==> src/rtl/shift_reg_univ_if.sv <==
// Control, data and status bundle for the universal shift register.
// The master modport drives the inputs and the slave modport is the register side.
interface shift_reg_univ_if #(
    parameter int N = 8
);
    localparam int CW = $clog2(N + 1);

    logic          en;
    logic [2:0]    mode;
    logic          SI_R;
    logic          SI_L;
    logic [N-1:0]  d;
    logic          start;
    logic [CW-1:0] len;
    logic [N-1:0]  q;
    logic          SO_R;
    logic          SO_L;
    logic          busy;
    logic          done;

    modport master (
        output en, mode, SI_R, SI_L, d, start, len,
        input  q, SO_R, SO_L, busy, done
    );

    modport slave (
        input  en, mode, SI_R, SI_L, d, start, len,
        output q, SO_R, SO_L, busy, done
    );
endinterface

==> src/rtl/shift_reg_univ.sv <==
// N-bit universal shift register: shift/rotate/arithmetic shift/load/clear,
// plus an autonomous burst mode that loads a word and right-shifts it len times.
module shift_reg_univ #(
    parameter int N = 8
) (
    input logic            clk,
    input logic            rst,
    shift_reg_univ_if.slave bus
);
    localparam int CW = $clog2(N + 1);

    typedef enum logic {IDLE, BURST} state_t;

    state_t        state_q, state_d;
    logic [N-1:0]  q_q, q_d;
    logic [CW-1:0] count_q, count_d;
    logic          done_q, done_d;
    logic [CW-1:0] len_c;

    // Burst lengths beyond the register width saturate to a full-width shift-out.
    assign len_c = (bus.len > CW'(N)) ? CW'(N) : bus.len;

    always_comb begin
        state_d = state_q;
        q_d     = q_q;
        count_d = count_q;
        done_d  = 1'b0;
        if (bus.en) begin
            case (state_q)
                IDLE: begin
                    if (bus.start) begin
                        q_d     = bus.d;
                        count_d = len_c;
                        if (len_c == '0) begin
                            done_d = 1'b1;
                        end else begin
                            state_d = BURST;
                        end
                    end else begin
                        case (bus.mode)
                            3'b000: q_d = q_q;
                            3'b001: q_d = {bus.SI_R, q_q[N-1:1]};
                            3'b010: q_d = {q_q[N-2:0], bus.SI_L};
                            3'b011: q_d = {q_q[0], q_q[N-1:1]};
                            3'b100: q_d = {q_q[N-2:0], q_q[N-1]};
                            3'b101: q_d = bus.d;
                            3'b110: q_d = {q_q[N-1], q_q[N-1:1]};
                            3'b111: q_d = '0;
                        endcase
                    end
                end
                BURST: begin
                    q_d     = {bus.SI_R, q_q[N-1:1]};
                    count_d = count_q - CW'(1);
                    if (count_q == CW'(1)) begin
                        state_d = IDLE;
                        done_d  = 1'b1;
                    end
                end
                default: state_d = IDLE;
            endcase
        end
    end

    always_ff @(posedge clk or posedge rst) begin
        if (rst) begin
            state_q <= IDLE;
            q_q     <= '0;
            count_q <= '0;
            done_q  <= 1'b0;
        end else begin
            state_q <= state_d;
            q_q     <= q_d;
            count_q <= count_d;
            done_q  <= done_d;
        end
    end

    assign bus.q    = q_q;
    assign bus.SO_R = q_q[0];
    assign bus.SO_L = q_q[N-1];
    assign bus.busy = (state_q == BURST);
    assign bus.done = done_q;
endmodule

==> src/flat_wrapper.sv <==
// flat-port wrapper written by rule: the top's interface ports become plain ports
module shift_reg_univ_flat 
#(
    parameter int N = 8
)
  (clk, rst, bus_en, bus_mode, bus_SI_R, bus_SI_L, bus_d, bus_start, bus_len, bus_q, bus_SO_R, bus_SO_L, bus_busy, bus_done);
  shift_reg_univ_if #(.N(N)) bus_i ();
  input logic clk;
  input logic rst;
  input wire logic [$bits(bus_i.en)-1:0] bus_en;
  input wire logic [$bits(bus_i.mode)-1:0] bus_mode;
  input wire logic [$bits(bus_i.SI_R)-1:0] bus_SI_R;
  input wire logic [$bits(bus_i.SI_L)-1:0] bus_SI_L;
  input wire logic [$bits(bus_i.d)-1:0] bus_d;
  input wire logic [$bits(bus_i.start)-1:0] bus_start;
  input wire logic [$bits(bus_i.len)-1:0] bus_len;
  output wire logic [$bits(bus_i.q)-1:0] bus_q;
  output wire logic [$bits(bus_i.SO_R)-1:0] bus_SO_R;
  output wire logic [$bits(bus_i.SO_L)-1:0] bus_SO_L;
  output wire logic [$bits(bus_i.busy)-1:0] bus_busy;
  output wire logic [$bits(bus_i.done)-1:0] bus_done;
  assign bus_i.en = bus_en;
  assign bus_i.mode = bus_mode;
  assign bus_i.SI_R = bus_SI_R;
  assign bus_i.SI_L = bus_SI_L;
  assign bus_i.d = bus_d;
  assign bus_i.start = bus_start;
  assign bus_i.len = bus_len;
  assign bus_q = bus_i.q;
  assign bus_SO_R = bus_i.SO_R;
  assign bus_SO_L = bus_i.SO_L;
  assign bus_busy = bus_i.busy;
  assign bus_done = bus_i.done;
  shift_reg_univ #(.N(N)) u_core (.clk(clk), .rst(rst), .bus(bus_i));
endmodule
==> config.mk <==
export PLATFORM = sky130hd
export DESIGN_NAME = shift_reg_univ_flat
export DESIGN_NICKNAME = d
export VERILOG_FILES = /design/src/rtl/shift_reg_univ_if.sv /design/src/rtl/shift_reg_univ.sv /design/src/flat_wrapper.sv
export SDC_FILE = /design/constraint.sdc
export NUM_CORES = 1
export LEC_CHECK = 0
export ABC_AREA = 0
export CORE_UTILIZATION = 45
export DETAILED_ROUTE_END_ITERATION = 16
export PLACE_DENSITY = 0.76
export SLEW_MARGIN = 20
export SYNTH_ARGS = -nofsm -noshare
export SYNTH_HDL_FRONTEND = slang
export SYNTH_SLANG_ARGS = --single-unit
==> constraint.sdc <==
create_clock -name clk -period 1.9 [get_ports clk]
set_input_delay 0.57 -clock clk [delete_from_list [all_inputs] [get_ports clk]]
set_output_delay 0.57 -clock clk [all_outputs]
set_load 0.02 [all_outputs]
==> results of run 1 <==
layout make-up:
cell class              count  area [um^2]
well taps                  28        35.03
flip-flops and latches     14        350.3
fillers                   198        625.6
multi-input cells         107        690.7
inverters                   8        30.03
clock buffers               4        36.28
repair buffers             60        529.3
stage by stage:
step	std cells	setup slack, ns	util	hold slack (ns)	setup TNS, ns
after floorplan	141	0.1545	-	0.4592	0
after global placement	216	-0.3536	0.7059	0.5126	-2.852
after detailed placement	216	-0.4060	0.7059	0.5204	-3.273
after CTS	221	0.0007507	0.7233	0.5422	0
after global routing	221	-0.008397	0.7277	0.5708	-0.008397
final	221	0.03877	0.7277	0.5392	0
power groups by stage:
| stage | combinational, mW | sequential (mW) | clock, mW |
|---|---|---|---|
| after global placement | 0.987 | 0.550 | 0 |
| after floorplan | 0.496 | 0.649 | 0 |
| after CTS | 0.991 | 0.554 | 0.234 |
| after detailed placement | 1.01 | 0.561 | 0 |
| after global routing | 1.09 | 0.576 | 0.245 |
| final | 0.995 | 0.556 | 0.229 |
how the worst min path moves through the flow:
stage          depth (start not counted)  slack [ns]                end              start
6_report                               1        0.54  u_core.count_q[3]  u_core.count_q[3]
5_1_grt                                1        0.57  u_core.count_q[3]  u_core.count_q[3]
3_3_place_gp                           1        0.51  u_core.count_q[3]  u_core.count_q[3]
4_1_cts                                1        0.54  u_core.count_q[3]  u_core.count_q[3]
2_1_floorplan                          1        0.46    u_core.bus.busy                rst
3_5_place_dp                           1        0.52  u_core.count_q[3]  u_core.count_q[3]
state kept, by name, indices dropped and copies added (netlist names):
register         flops
u_core.bus.busy      1
u_core.bus.q         8
u_core.count_q       4
u_core.bus.done      1
placed cells by master, fill, tap and decap left out, types with 3 or more instances in the layout:
cell	n
clkdlybuf4s50_1	22
a22oi_1	3
clkbuf_4	3
buf_4	27
a22o_1	4
a21oi_1	16
a31oi_1	4
nand3_1	6
a222oi_1	5
inv_1	8
a211oi_1	3
mux2i_1	3
o21ai_0	7
nor2_1	16
nand2_1	9
mux2_2	3
dfrtp_1	14
dlygate4sd2_1	8
timing repair:
item / 4_1_cts / 5_1_grt
gates resized for setup: 10 / 4
setup buffers: 1 / 0
gates cloned: 0 / 0
setup endpoints to repair: 13 / 11
pin swaps: 1 / 0
metal layers:
metal | up-vias | part of all wire
met4 | 0 | 0.017
met1 | 632 | 0.42
met5 | - | 0
li1 | 631 | -
met2 | 76 | 0.49
met3 | 11 | 0.077
cell families (layout without fill, tap and decap cells):
family          after synthesis  after routing  synth area share
compound gates               53             53            0.3197
simple gates                 44             44            0.1885
buf+inv                      20             72           0.08931
flops                        14             14            0.3087
mux                           6              6           0.05623
fa+ha+maj                     2              2           0.02205
xor+xnor                      2              2           0.01544
==> impl_metrics.env, run 1 <==
export IMPL_clock_path_buffers=2
export IMPL_p_leak_nw=0.7308
export IMPL_netlist_instances=141
export IMPL_crit_chain="clkdlybuf4s50_1"
export IMPL_reg2reg_slack_ns=0.38
export IMPL_synth_common_cells="17 x nor2_1, 16 x a21oi_1, 14 x dfrtp_1"
export IMPL_cts_hold_buf=0
export IMPL_via_count=1350
export IMPL_grtUsageMet2=0.5214
export IMPL_place_hpwl_um=2563
export IMPL_power_mw=1.780
export IMPL_cts_sinks=14
export IMPL_period_needed_ns=1.861
export IMPL_worstPathRequired_ns=1.33
export IMPL_wl_per_cell_um=16.24
export IMPL_pwr_share_clk=0.129
export IMPL_port_buffer_count=32
export IMPL_die_y_um=52.22
export IMPL_hold_viol_final=0
export IMPL_syn_num_nets=164
export IMPL_r2r_start="u_core.bus.q[5]"
export IMPL_worstSetupPathType="flop to primary output"
export IMPL_ant_nets=0
export IMPL_critical_path_top_delay_family="buffers and inverters"
export IMPL_status="completed"
export IMPL_setup_viol=0
export IMPL_ir_worst_vdd_uv=756.7
export IMPL_grt_usage=0.3024
export IMPL_slowest_delay_ns=0.63
export IMPL_post_dp_cell_area_um2=1622
export IMPL_yosys_warnings=0
export IMPL_clock_latency_ns=0.29
export IMPL_power_frac_comb=0.559
export IMPL_viasPerCell=6.109
export IMPL_netlist_area_um2=1135
export IMPL_drt_pass1_iterations=5
export IMPL_relSlewSlack=0.7431
export IMPL_synthFlopType="dfrtp_1"
export IMPL_grt_start_max_net_pins=24
export IMPL_gp_congestion=0.9496
export IMPL_synth_edf_count=0
export IMPL_drtIter0Drc=67
export IMPL_worst_path_stages=1
export IMPL_ios=33
export IMPL_crit_start="u_core.bus.q[4]"
export IMPL_ys_seq_area_frac=0.3087
export IMPL_design_area_um2=1672
export IMPL_initial_core_util=0.4940
export IMPL_synth_distinct_cells=39
export IMPL_clkTransAtPathRegs_ns=0.10
export IMPL_p_per_area_nw_per_um2=1065
export IMPL_end_kind="primary output"
export IMPL_slew_viol_final=0
export IMPL_fin_crit_sh=0.9796
export IMPL_ys_ff_latch=14
export IMPL_endpoint="bus_q[4]"
export IMPL_async_flop_share=1.000
export IMPL_synth_top_area_cell="dfrtp_1"
export IMPL_dieArea_um2=2727
export IMPL_use_met3=0.03478
export IMPL_p_sw_frac=0.4272
export IMPL_drt_total_wl_um=3590
export IMPL_htree_levels=1
export IMPL_arrival_ns=1.29
export IMPL_diodes=0
export IMPL_avgSynthCellArea_um2=8.048
export IMPL_drc=0
export IMPL_worst_setup_path_start_kind="flop"
export IMPL_syn_to_final_growth_pct=47.30
export IMPL_grt_pass1_wl_um=5940
export IMPL_power_internal_mw=1.020
export IMPL_core_um2=2297
export IMPL_die_w_um=52.22
export IMPL_yosysMostFrequentCell="nor2_1"
export IMPL_synthTopCellsByArea="dfrtp_1 31%, a21oi_1 7.1%, nor2_1 5.6%, a222oi_1 4.4%, a22o_1 3.1%"
export IMPL_reg2regPathDepth=5
export IMPL_drive_above_1_share=0.2021
export IMPL_cts_made_buffers=3
export IMPL_min_path_type="flop to flop"
export IMPL_grt_pass1_vias=1331
export IMPL_pwr_share_seq=0.312
export IMPL_use_met1=0.3770
export IMPL_fmax_mhz=537.3
export IMPL_worst_path_buf_inv=1
export IMPL_yosysTopAreaCellShare=0.3087
export IMPL_crit_fanout=2
export IMPL_antenna_found_initial=0
export IMPL_worst_pin_slew_ns=0.3846
export IMPL_worst_path_max_delay_cell="clkdlybuf4s50_1"
export IMPL_layout_nets=217
export IMPL_cts_root_buf="clkbuf_4"
export IMPL_cap_violations=0
export IMPL_grt_overflow_total=0
export IMPL_cts_tree="built"
export IMPL_top_usage_layer="met2"
export IMPL_clock_skew_ns=0.006341
export IMPL_fp_row_count=17
export IMPL_r2r_end="u_core.bus.q[4]"
export IMPL_p_sw_mw=0.7604
Power figures use the tool's default switching activity.
==> run 2: changes to the inputs <==
Settings changed: CORE_MARGIN from default to 2.
==> impl_metrics.env, run 2 (same netlist as run 1, synthesis figures left out) <==
export IMPL_status="completed"
export IMPL_worst_path_stages=1
export IMPL_post_route_util=0.6605
export IMPL_via_count=1265
export IMPL_ant_nets=0
export IMPL_pwr_share_clk=0.136
export IMPL_drt_pass1_iterations=5
export IMPL_htree_levels=1
export IMPL_r2r_start="u_core.bus.busy"
export IMPL_fmax_mhz=555.0
export IMPL_syn_to_final_growth_pct=41.57
export IMPL_grt_start_max_net_pins=24
export IMPL_arrival_ns=1.23
export IMPL_drtIter0Drc=79
export IMPL_clock_skew_ns=0.007152
export IMPL_wl_per_cell_um=15.05
export IMPL_grt_usage=0.2476
export IMPL_clock_path_buffers=2
export IMPL_design_area_um2=1607
export IMPL_critical_path_top_delay_family="buffers and inverters"
export IMPL_drive_above_1_share=0.1720
export IMPL_worstPathRequired_ns=1.33
export IMPL_fin_crit_sh=0.9483
export IMPL_finalWorstSetupSlack_ns=0.09817
export IMPL_crit_fanout=2
export IMPL_worst_path_max_delay_cell="clkdlybuf4s50_1"
export IMPL_drc=0
export IMPL_gp_congestion=0.8334
export IMPL_cts_sinks=14
export IMPL_worstSetupPathType="flop to primary output"
export IMPL_core_um2=2432
export IMPL_slew_viol_final=0
export IMPL_die_w_um=54.22
export IMPL_clock_latency_ns=0.29
export IMPL_port_buffer_count=32
export IMPL_ios=33
export IMPL_final_common_cell="buf_4"
export IMPL_min_path_type="flop to flop"
export IMPL_clkTransAtPathRegs_ns=0.10
export IMPL_multi_input_area_um2=686.9
export IMPL_power_internal_mw=0.9578
export IMPL_p_sw_frac=0.4298
export IMPL_diodes=0
export IMPL_cts_root_buf="clkbuf_4"
export IMPL_ir_worst_vdd_uv=687.6
export IMPL_reg2reg_slack_ns=0.39
export IMPL_cts_made_buffers=3
export IMPL_post_dp_cell_area_um2=1579
export IMPL_timing_hold_ws_ns=0.5422
export IMPL_drt_total_wl_um=3251
export IMPL_slowest_delay_ns=0.60
export IMPL_die_y_um=54.22
export IMPL_layout_nets=210
export IMPL_power_frac_comb=0.518
export IMPL_p_sw_mw=0.7220
export IMPL_grt_pass1_vias=1179
export IMPL_reg2regPathDepth=6
export IMPL_initial_core_util=0.4666
export IMPL_antenna_found_initial=0
export IMPL_crit_start="u_core.bus.busy"
export IMPL_place_hpwl_um=2390
export IMPL_cts_tree="built"
export IMPL_final_cell_mix="21 x buf_4, 19 x clkdlybuf4s50_1, 17 x nor2_1"
export IMPL_grt_pass1_wl_um=5319
export IMPL_setup_viol=0
export IMPL_ff_latch_area_um2=350.3
export IMPL_dieArea_um2=2940
export IMPL_end_kind="primary output"
export IMPL_postCtsSetupRepairBufs=0
export IMPL_worst_setup_path_start_kind="flop"
export IMPL_p_leak_nw=0.6918
export IMPL_largest_reg_flops=8
export IMPL_crit_chain="clkdlybuf4s50_1"
export IMPL_pwr_share_seq=0.346
export IMPL_worst_path_buf_inv=1
export IMPL_worst_pin_slew_ns=0.5827
export IMPL_cap_violations=0
export IMPL_p_per_area_nw_per_um2=1046
export IMPL_hold_viol_final=0
export IMPL_place_ws_ns=-0.3913
export IMPL_viasPerCell=5.856
export IMPL_rsz0062_at_grt="false"
export IMPL_cts_hold_buf=0
export IMPL_grt_overflow_total=0
export IMPL_period_needed_ns=1.802
export IMPL_fp_row_count=18
export IMPL_r2r_end="u_core.bus.q[0]"
export IMPL_relSlewSlack=0.6111
export IMPL_fillerInstances=239
export IMPL_endpoint="bus_busy"
run 2: area by class of cell:
class | instances | share of cell area
multi-input cells | 107 | 0.4276
repair buffers | 53 | 0.2897
flip-flops and latches | 14 | 0.2181
well taps | 30 | 0.02336
clock buffers | 4 | 0.02259
inverters | 8 | 0.01869
run 2: power by group through the flow:
stage                     Sequential [mW]  Clock, mW  Combinational, mW
after floorplan                     0.649          0              0.496
after global placement              0.580          0              0.910
after detailed placement            0.590          0              0.934
after CTS                           0.580      0.233              0.874
after global routing                0.607      0.244              0.973
final                               0.582      0.228              0.870
run 2: metal layers:
metal | global-route usage | share of wire
met4 | 0.05000 | 0.0058
met3 | 0.03279 | 0.063
met5 | 0 | 0
met1 | 0.3090 | 0.42
met2 | 0.4518 | 0.51
run 2: per-stage QoR:
stage               TNS [ns]  power, mW  cells
global route               0      1.824    216
floorplan                  0      1.146    141
CTS                        0      1.687    216
global placement      -2.533      1.490    212
finish                     0      1.680    216
detailed placement    -2.893      1.524    212
run 2: timing repair:
item | 4_1_cts | 5_1_grt
resized for setup | 14 | 2
pin swaps | 0 | 0
setup endpoints to repair | 18 | 7
run 2: worst min path at each step:
stage | from | endpoint | slack [ns] | cells past startpoint
floorplan | rst | u_core.bus.busy | 0.46 | 1
CTS | u_core.count_q[3] | u_core.count_q[3] | 0.54 | 1
detailed placement | u_core.count_q[3] | u_core.count_q[3] | 0.52 | 1
global placement | u_core.count_q[3] | u_core.count_q[3] | 0.51 | 1
global route | u_core.count_q[3] | u_core.count_q[3] | 0.58 | 1
finish | u_core.count_q[3] | u_core.count_q[3] | 0.54 | 1
==> run 3: changes to the inputs <==
Settings changed: CORE_UTILIZATION 45 to 44, PLACE_DENSITY 0.76 to 0.75.
==> impl_metrics.env, run 3 (same netlist as run 1, synthesis figures left out) <==
export IMPL_status="completed"
export IMPL_die_y_um=54.79
export IMPL_crit_fanout=2
export IMPL_rsz0062_at_grt="false"
export IMPL_p_leak_nw=0.7463
export IMPL_dieArea_um2=3001
export IMPL_via_count=1317
export IMPL_end_kind="primary output"
export IMPL_port_buffer_count=32
export IMPL_slew_viol_final=0
export IMPL_critical_path_top_delay_family="buffers and inverters"
export IMPL_core_um2=2455
export IMPL_setup_viol=0
export IMPL_clkTransAtPathRegs_ns=0.10
export IMPL_ios=33
export IMPL_grt_pass1_vias=1280
export IMPL_cts_sinks=14
export IMPL_gp_congestion=0.8238
export IMPL_worst_setup_path_start_kind="flop"
export IMPL_power_mw=1.812
export IMPL_place_hpwl_um=2661
export IMPL_drt_pass1_iterations=5
export IMPL_diodes=0
export IMPL_placedCellCount=219
export IMPL_relSlewSlack=0.6181
export IMPL_fmax_mhz=538.0
export IMPL_grt_pass1_wl_um=5506
export IMPL_cts_hold_buf=0
export IMPL_grt_start_max_net_pins=24
export IMPL_worst_path_buf_inv=1
export IMPL_cts_root_buf="clkbuf_4"
export IMPL_worstPathRequired_ns=1.33
export IMPL_initial_core_util=0.4623
export IMPL_syn_to_final_growth_pct=49.17
export IMPL_fp_row_count=18
export IMPL_layout_nets=217
export IMPL_finalNonFillerCells=223
export IMPL_crit_chain="clkdlybuf4s50_1"
export IMPL_period_needed_ns=1.859
export IMPL_htree_levels=1
export IMPL_final_cell_mix="27 x buf_4, 22 x clkdlybuf4s50_1, 16 x a21oi_1, 16 x nor2_1, 14 x dfrtp_1"
export IMPL_worst_path_max_delay_cell="clkdlybuf4s50_1"
export IMPL_clock_path_buffers=2
export IMPL_cts_made_buffers=3
export IMPL_largest_reg_flops=8
export IMPL_worst_pin_slew_ns=0.5721
export IMPL_viasPerCell=5.906
export IMPL_grt_usage=0.2560
export IMPL_wl_per_cell_um=15.53
export IMPL_worstSetupPathType="flop to primary output"
export IMPL_final_common_cell="buf_4"
export IMPL_fin_crit_sh=0.9783
export IMPL_fillerInstances=222
export IMPL_die_w_um=54.79
export IMPL_slowest_delay_ns=0.62
export IMPL_min_path_type="flop to flop"
export IMPL_p_per_area_nw_per_um2=1070
export IMPL_antenna_found_initial=0
export IMPL_cap_violations=0
export IMPL_drc=0
export IMPL_hold_viol_final=0
export IMPL_clock_skew_ns=0.009518
export IMPL_drive_above_1_share=0.2124
export IMPL_grt_overflow_total=0
export IMPL_drtIter0Drc=65
export IMPL_arrival_ns=1.29
export IMPL_ir_worst_vdd_uv=985.9
export IMPL_cts_tree="built"
export IMPL_drt_total_wl_um=3464
export IMPL_clock_latency_ns=0.28
export IMPL_ant_nets=0
## run 3: per-layer routing
metal,GRT usage,part of all wire
met2,0.4683,0.51
met1,0.2987,0.40
met3,0.03005,0.079
met4,0.1000,0.0092
met5,0,0
## run 3: area by class of cell
type | instances | area [um^2] | area share
tap | 30 | 37.54 | 0.02217
sequential | 14 | 350.3 | 0.2069
inverter | 8 | 30.03 | 0.01774
clock buffer | 4 | 36.28 | 0.02143
multi-input combinational | 107 | 701.9 | 0.4146
timing repair buffer | 60 | 536.8 | 0.3171
## run 3: what timing repair did
action	CTS	global route
gates resized for setup	10	7
endpoints found under the setup margin	12	11
buffers inserted	0	0
## run 3: path summary, 6_finish.rpt
kind,start,to,slack (ns),cells after the start
min in group asynchronous,rst,u_core.bus.q[2],0.63,2
max in group asynchronous,rst,u_core.count_q[1],0.89,2
worst max-delay path,u_core.bus.q[5],bus_q[5],0.04,1
worst max register to register,u_core.bus.q[2],u_core.bus.q[3],0.33,6
worst min register to register,u_core.count_q[3],u_core.count_q[3],0.53,1
worst min-delay path,u_core.count_q[3],u_core.count_q[3],0.53,1
## run 3: through the flow
step	worst slack (ns)	utilization	hold slack [ns]	TNS (ns)	area, um^2
floorplan	0.1545	-	0.4592	0	1135
global placement	-0.3523	0.6646	0.5097	-2.620	1632
detailed placement	-0.3924	0.6646	0.5056	-3.093	1632
CTS	0.002286	0.6809	0.5286	0	1672
global route	0.002839	0.6896	0.5565	0	1693
finish	0.04118	0.6896	0.5290	0	1693
## run 3: power breakdown
| part | internal, mW | switching [mW] |
|---|---|---|
| Sequential | 0.417 | 0.124 |
| Combinational | 0.519 | 0.530 |
| Clock | 0.117 | 0.106 |
